`src/rtl/lcd_ram_write_arbiter.sv`:
```
// Round-robin A/B arbiter for the LCD RAM write port: request sampled at edge N is written and acked in cycle N+1; requests wait while busy.
// Define LCD_ARB_CLEAR_EN to include the FILL_CHAR clear sequencer; without it busy/clear_done stay low.
module lcd_ram_write_arbiter #(
  parameter int                ADDR_W    = 6,
  parameter int                DATA_W    = 8,
  parameter logic [DATA_W-1:0] FILL_CHAR = 8'h20
) (
  input  logic              clk,
  input  logic              rst_n,
  input  logic              a_req,
  input  logic [ADDR_W-1:0] a_addr,
  input  logic [DATA_W-1:0] a_data,
  output logic              a_ack,
  input  logic              b_req,
  input  logic [ADDR_W-1:0] b_addr,
  input  logic [DATA_W-1:0] b_data,
  output logic              b_ack,
  input  logic              clear_start,
  output logic              busy,
  output logic              clear_done,
  output logic              ram_we,
  output logic [ADDR_W-1:0] ram_addr,
  output logic [DATA_W-1:0] ram_d
);

  logic              r_we, r_a_ack, r_b_ack, r_busy, r_done, r_last_b;
  logic [ADDR_W-1:0] r_addr;
  logic [DATA_W-1:0] r_d;

  logic              w_we, w_a_ack, w_b_ack, w_busy, w_done, w_last_b_nxt;
  logic [ADDR_W-1:0] w_addr;
  logic [DATA_W-1:0] w_d;
  logic              w_a_elig, w_b_elig, w_pick_a, w_pick_b;

  // A requester whose ack is showing this cycle has not yet seen it, so it is not re-granted.
  assign w_a_elig = a_req & ~r_a_ack;
  assign w_b_elig = b_req & ~r_b_ack;
  assign w_pick_a = w_a_elig & (~w_b_elig | r_last_b);
  assign w_pick_b = w_b_elig & ~w_pick_a;

`ifdef LCD_ARB_CLEAR_EN
  typedef enum logic {ST_ARB, ST_CLEAR} state_t;
  state_t            r_state, w_state_nxt;
  logic [ADDR_W-1:0] r_cnt, w_cnt_nxt;

  always_ff @(posedge clk or negedge rst_n) begin
    if (!rst_n) begin
      r_state <= ST_ARB;
      r_cnt   <= '0;
    end else begin
      r_state <= w_state_nxt;
      r_cnt   <= w_cnt_nxt;
    end
  end
`else
  logic w_unused;
  assign w_unused = ^{clear_start, FILL_CHAR};
`endif

  always_comb begin
    w_we         = w_pick_a | w_pick_b;
    w_addr       = r_addr;
    w_d          = r_d;
    w_a_ack      = w_pick_a;
    w_b_ack      = w_pick_b;
    w_last_b_nxt = w_pick_b | (r_last_b & ~w_pick_a);
    w_busy       = 1'b0;
    w_done       = 1'b0;
    if (w_pick_a) begin
      w_addr = a_addr;
      w_d    = a_data;
    end else if (w_pick_b) begin
      w_addr = b_addr;
      w_d    = b_data;
    end
`ifdef LCD_ARB_CLEAR_EN
    w_state_nxt = r_state;
    w_cnt_nxt   = r_cnt;
    case (r_state)
      ST_ARB: begin
        // r_busy is still high in the final clear cycle, which blocks a restart there.
        if (clear_start && !r_busy) begin
          w_state_nxt  = ST_CLEAR;
          w_cnt_nxt    = ADDR_W'(1);
          w_we         = 1'b1;
          w_addr       = '0;
          w_d          = FILL_CHAR;
          w_a_ack      = 1'b0;
          w_b_ack      = 1'b0;
          w_last_b_nxt = r_last_b;
          w_busy       = 1'b1;
        end
      end
      ST_CLEAR: begin
        w_cnt_nxt    = r_cnt + ADDR_W'(1);
        w_we         = 1'b1;
        w_addr       = r_cnt;
        w_d          = FILL_CHAR;
        w_a_ack      = 1'b0;
        w_b_ack      = 1'b0;
        w_last_b_nxt = r_last_b;
        w_busy       = 1'b1;
        if (&r_cnt) begin
          w_done      = 1'b1;
          w_state_nxt = ST_ARB;
        end
      end
      default: w_state_nxt = ST_ARB;
    endcase
`endif
  end

  always_ff @(posedge clk or negedge rst_n) begin
    if (!rst_n) begin
      r_we     <= 1'b0;
      r_addr   <= '0;
      r_d      <= '0;
      r_a_ack  <= 1'b0;
      r_b_ack  <= 1'b0;
      r_busy   <= 1'b0;
      r_done   <= 1'b0;
      r_last_b <= 1'b1;
    end else begin
      r_we     <= w_we;
      r_addr   <= w_addr;
      r_d      <= w_d;
      r_a_ack  <= w_a_ack;
      r_b_ack  <= w_b_ack;
      r_busy   <= w_busy;
      r_done   <= w_done;
      r_last_b <= w_last_b_nxt;
    end
  end

  assign ram_we     = r_we;
  assign ram_addr   = r_addr;
  assign ram_d      = r_d;
  assign a_ack      = r_a_ack;
  assign b_ack      = r_b_ack;
  assign busy       = r_busy;
  assign clear_done = r_done;

endmodule

```
`config.mk`:
```
export PLATFORM = sky130hd
export DESIGN_NAME = lcd_ram_write_arbiter
export DESIGN_NICKNAME = d
export VERILOG_FILES = /design/src/rtl/lcd_ram_write_arbiter.sv
export SDC_FILE = /design/constraint.sdc
export NUM_CORES = 1
export LEC_CHECK = 0
export CELL_PAD_IN_SITES_DETAIL_PLACEMENT = 1
export CELL_PAD_IN_SITES_GLOBAL_PLACEMENT = 1
export CORE_MARGIN = 2
export CORE_UTILIZATION = 28
export DETAILED_ROUTE_END_ITERATION = 12
export PLACE_DENSITY_LB_ADDON = 0.25
export SLEW_MARGIN = 20
export SYNTH_ARGS = -nofsm -noshare
export SYNTH_HDL_FRONTEND = slang
export SYNTH_SLANG_ARGS = --single-unit
```
`constraint.sdc`:
```
create_clock -name clk -period 2.7 [get_ports clk]
set_clock_uncertainty 0.2 [all_clocks]
set_input_delay 0.405 -clock clk [delete_from_list [all_inputs] [get_ports clk]]
set_output_delay 0.405 -clock clk [all_outputs]
set_load 0.01 [all_outputs]
```
==> metrics.txt <==
status=completed; Syn Inst Count=62; Hold Violations, Final=0; largest family of logic cells by synthesized area=compound AO/OA/AOI/OAI gates; via count=717; setup TNS=0 ns; Placed Area=0.001320 mm2; first-pass GRT wire length=3.719 mm; Antenna Nets Post-Route=0; Total GRT Usage=0.1413; starting utilization of the core area=0.2982; Pre-antenna DRT Iters=4; clk buf depth=2; met2 WL=1.151 mm; Synth Register Bits=18; Post-CTS Resized=0; xor and xnor area share after synthesis=0; CTS Root Buffer Type=clkbuf_4; Slowest cell on crit path=clkdlybuf4s50_1; Leak=0.5444 nW; vias in the first global route=819; critical path, cell by cell=clkdlybuf4s50_1; CP max FO=2; MaxCap Viol Count=0; Num CTS Buffers=3; layout cell share with drive strength beyond 1=0.1171; Setup crit start kind=flip-flop; met3 WL=149 um; post-synthesis mux area share=0; Synth Area in Adders=0; Final #Nets=145; Setup Fix Bufs, Post-CTS=0; Design Area, Final=0.001356 mm2; Rows=19; Setup-failing EPs final=0; DR WL/cell=15.96 um; Netlist Area Pre-Place=829.5 um2; Pwr per Cell Area=606.4 mW/mm2; minimum clock period=1.845 ns; crit path launch=a_ack; 1st-iter DRT viols=6; nature of the critical path endpoint=output port; Buf/Inv on CP=1; RSZ-0062 raised after global routing=false; # diodes=0; crit-path max cell delay=0.55 ns; die area=0.003414 mm2; vias per cell=5.049; FF-to-FF Start=b_ack; Reg clk slew, reported paths=0.11 ns; max frequency=542.0 MHz; CTS tree=yes; post-cts hold buffer count=0; antenna violations before repair=0; metal1 wirelength=956 um; max-slew violation count=0; syn_area_per_cell=13.38 um2; final WL=2.267 mm; DRC violations left=0; fillers=304; IO Pins=52; Crit Path Class=flip-flop to output port; Die X=58.43 um; CORE AREA=0.002781 mm2; Final Cycle Share=0.6833; H-tree level count=1; port buffer count=48; Die H=58.43 um; Clock Sinks=18; worst-skew pair later-pin latency=0.29 ns; highest metal used=met4; register area share after synthesis=0.5445; largest net degree at the start of global routing=19; HPWL after DPL=1.635 mm; gpl congestion=0.6229; Ys Warns=0; distinct cell type count after synthesis=15; simple-gate share of the synthesized area=0.1870; Worst IR Drop VDD=344.6 uV; GR Overflow Total=0; Worst Path Arrival=1.24 ns; Req. time, crit path=2.10 ns; synthesis-to-layout area growth=63.50%; HP Class=input pin to asynchronous set/reset pin; compound-cell area share of the yosys netlist=0.1976; CP delay by family, top=buffers and inverters
==> layout make-up <==
class / instances / area [um2] / area share
repair buffers: 51 / 503.0 / 0.3708
clock buffers: 4 / 36.28 / 0.02675
multi-input cells: 38 / 326.6 / 0.2408
well taps: 31 / 38.79 / 0.02860
flip-flops and latches: 18 / 451.7 / 0.3330
==> per-layer routing <==
metal | GRT usage | vias up
met2 | 0.2504 | 27
met5 | 0 | -
li1 | - | 335
met4 | 0.03987 | 0
met3 | 0.03077 | 2
met1 | 0.1715 | 353
==> cell usage after synthesis <==
cell      count  area, um2
nor3b_1      14      105.1
nor2_1        2      7.510
buf_4         3      22.52
nor2b_4       1      13.76
and2b_2       1      8.760
a21oi_2       1      8.760
conb_1        1      3.750
nand2b_1      1      6.260
o21a_4        1      15.01
dfrtp_1      17      425.4
buf_2         2      10.01
a221o_1      14      140.1
nand2b_4      1      13.76
buf_6         2      22.52
dfstp_2       1      26.28
==> placed cells by master (no fill, tap or decap), drive strengths merged <==
cell type and count:
buf 3, nor2b 1, clkdlybuf4s50 48, dfrtp 17, dfstp 1, o21a 1
a21oi 1, conb 2, and2b 1, clkbuf 4, nor2 2, a221o 14
nor3b 14, nand2b 2
==> path summary, 6_finish.rpt <==
kind / end / slack [ns] / depth (start not counted)
worst min-delay path: ram_d[7] / 0.25 / 2
worst max register to register: ram_addr[1] / 1.14 / 4
min in group clk: r_last_b / 0.34 / 2
max in group asynchronous: r_last_b / 1.79 / 2
worst max-delay path: a_ack / 0.86 / 1
worst min register to register: r_last_b / 0.34 / 2
==> state kept, by name, indices dropped and copies added, names as in the netlist <==
name	count
r_last_b	1
ram_we	1
ram_addr	6
a_ack	1
ram_d	8
b_ack	1
==> metrics by stage <==
step                  util  setup slack [ns]  hold slack (ns)  instances  total power, mW
detailed placement  0.4746            0.6590           0.3247        138           0.6645
CTS                 0.4876            0.8360           0.2433        142           0.8316
global route        0.4876            0.7811           0.2587        142           0.8683
finish              0.4876            0.8551           0.2472        142           0.8225
floorplan                -             1.149         -0.09059         63           0.4936
global placement    0.4746            0.6846           0.3095        138           0.6560
==> kinds of logic (layout without fill, tap and decap cells) <==
kind of cell           after synthesis  in the layout
AND/OR/NAND/NOR                     20             20
flip-flops                          18             18
AO/OA/AOI/OAI                       16             16
buffers and inverters                7             55
other                                1              2
==> report_power, final <==
group / switching (mW) / internal (mW)
Sequential: 0.0282 / 0.324
Clock: 0.0847 / 0.0820
Combinational: 0.115 / 0.189
(Power assumes the default switching activity.)
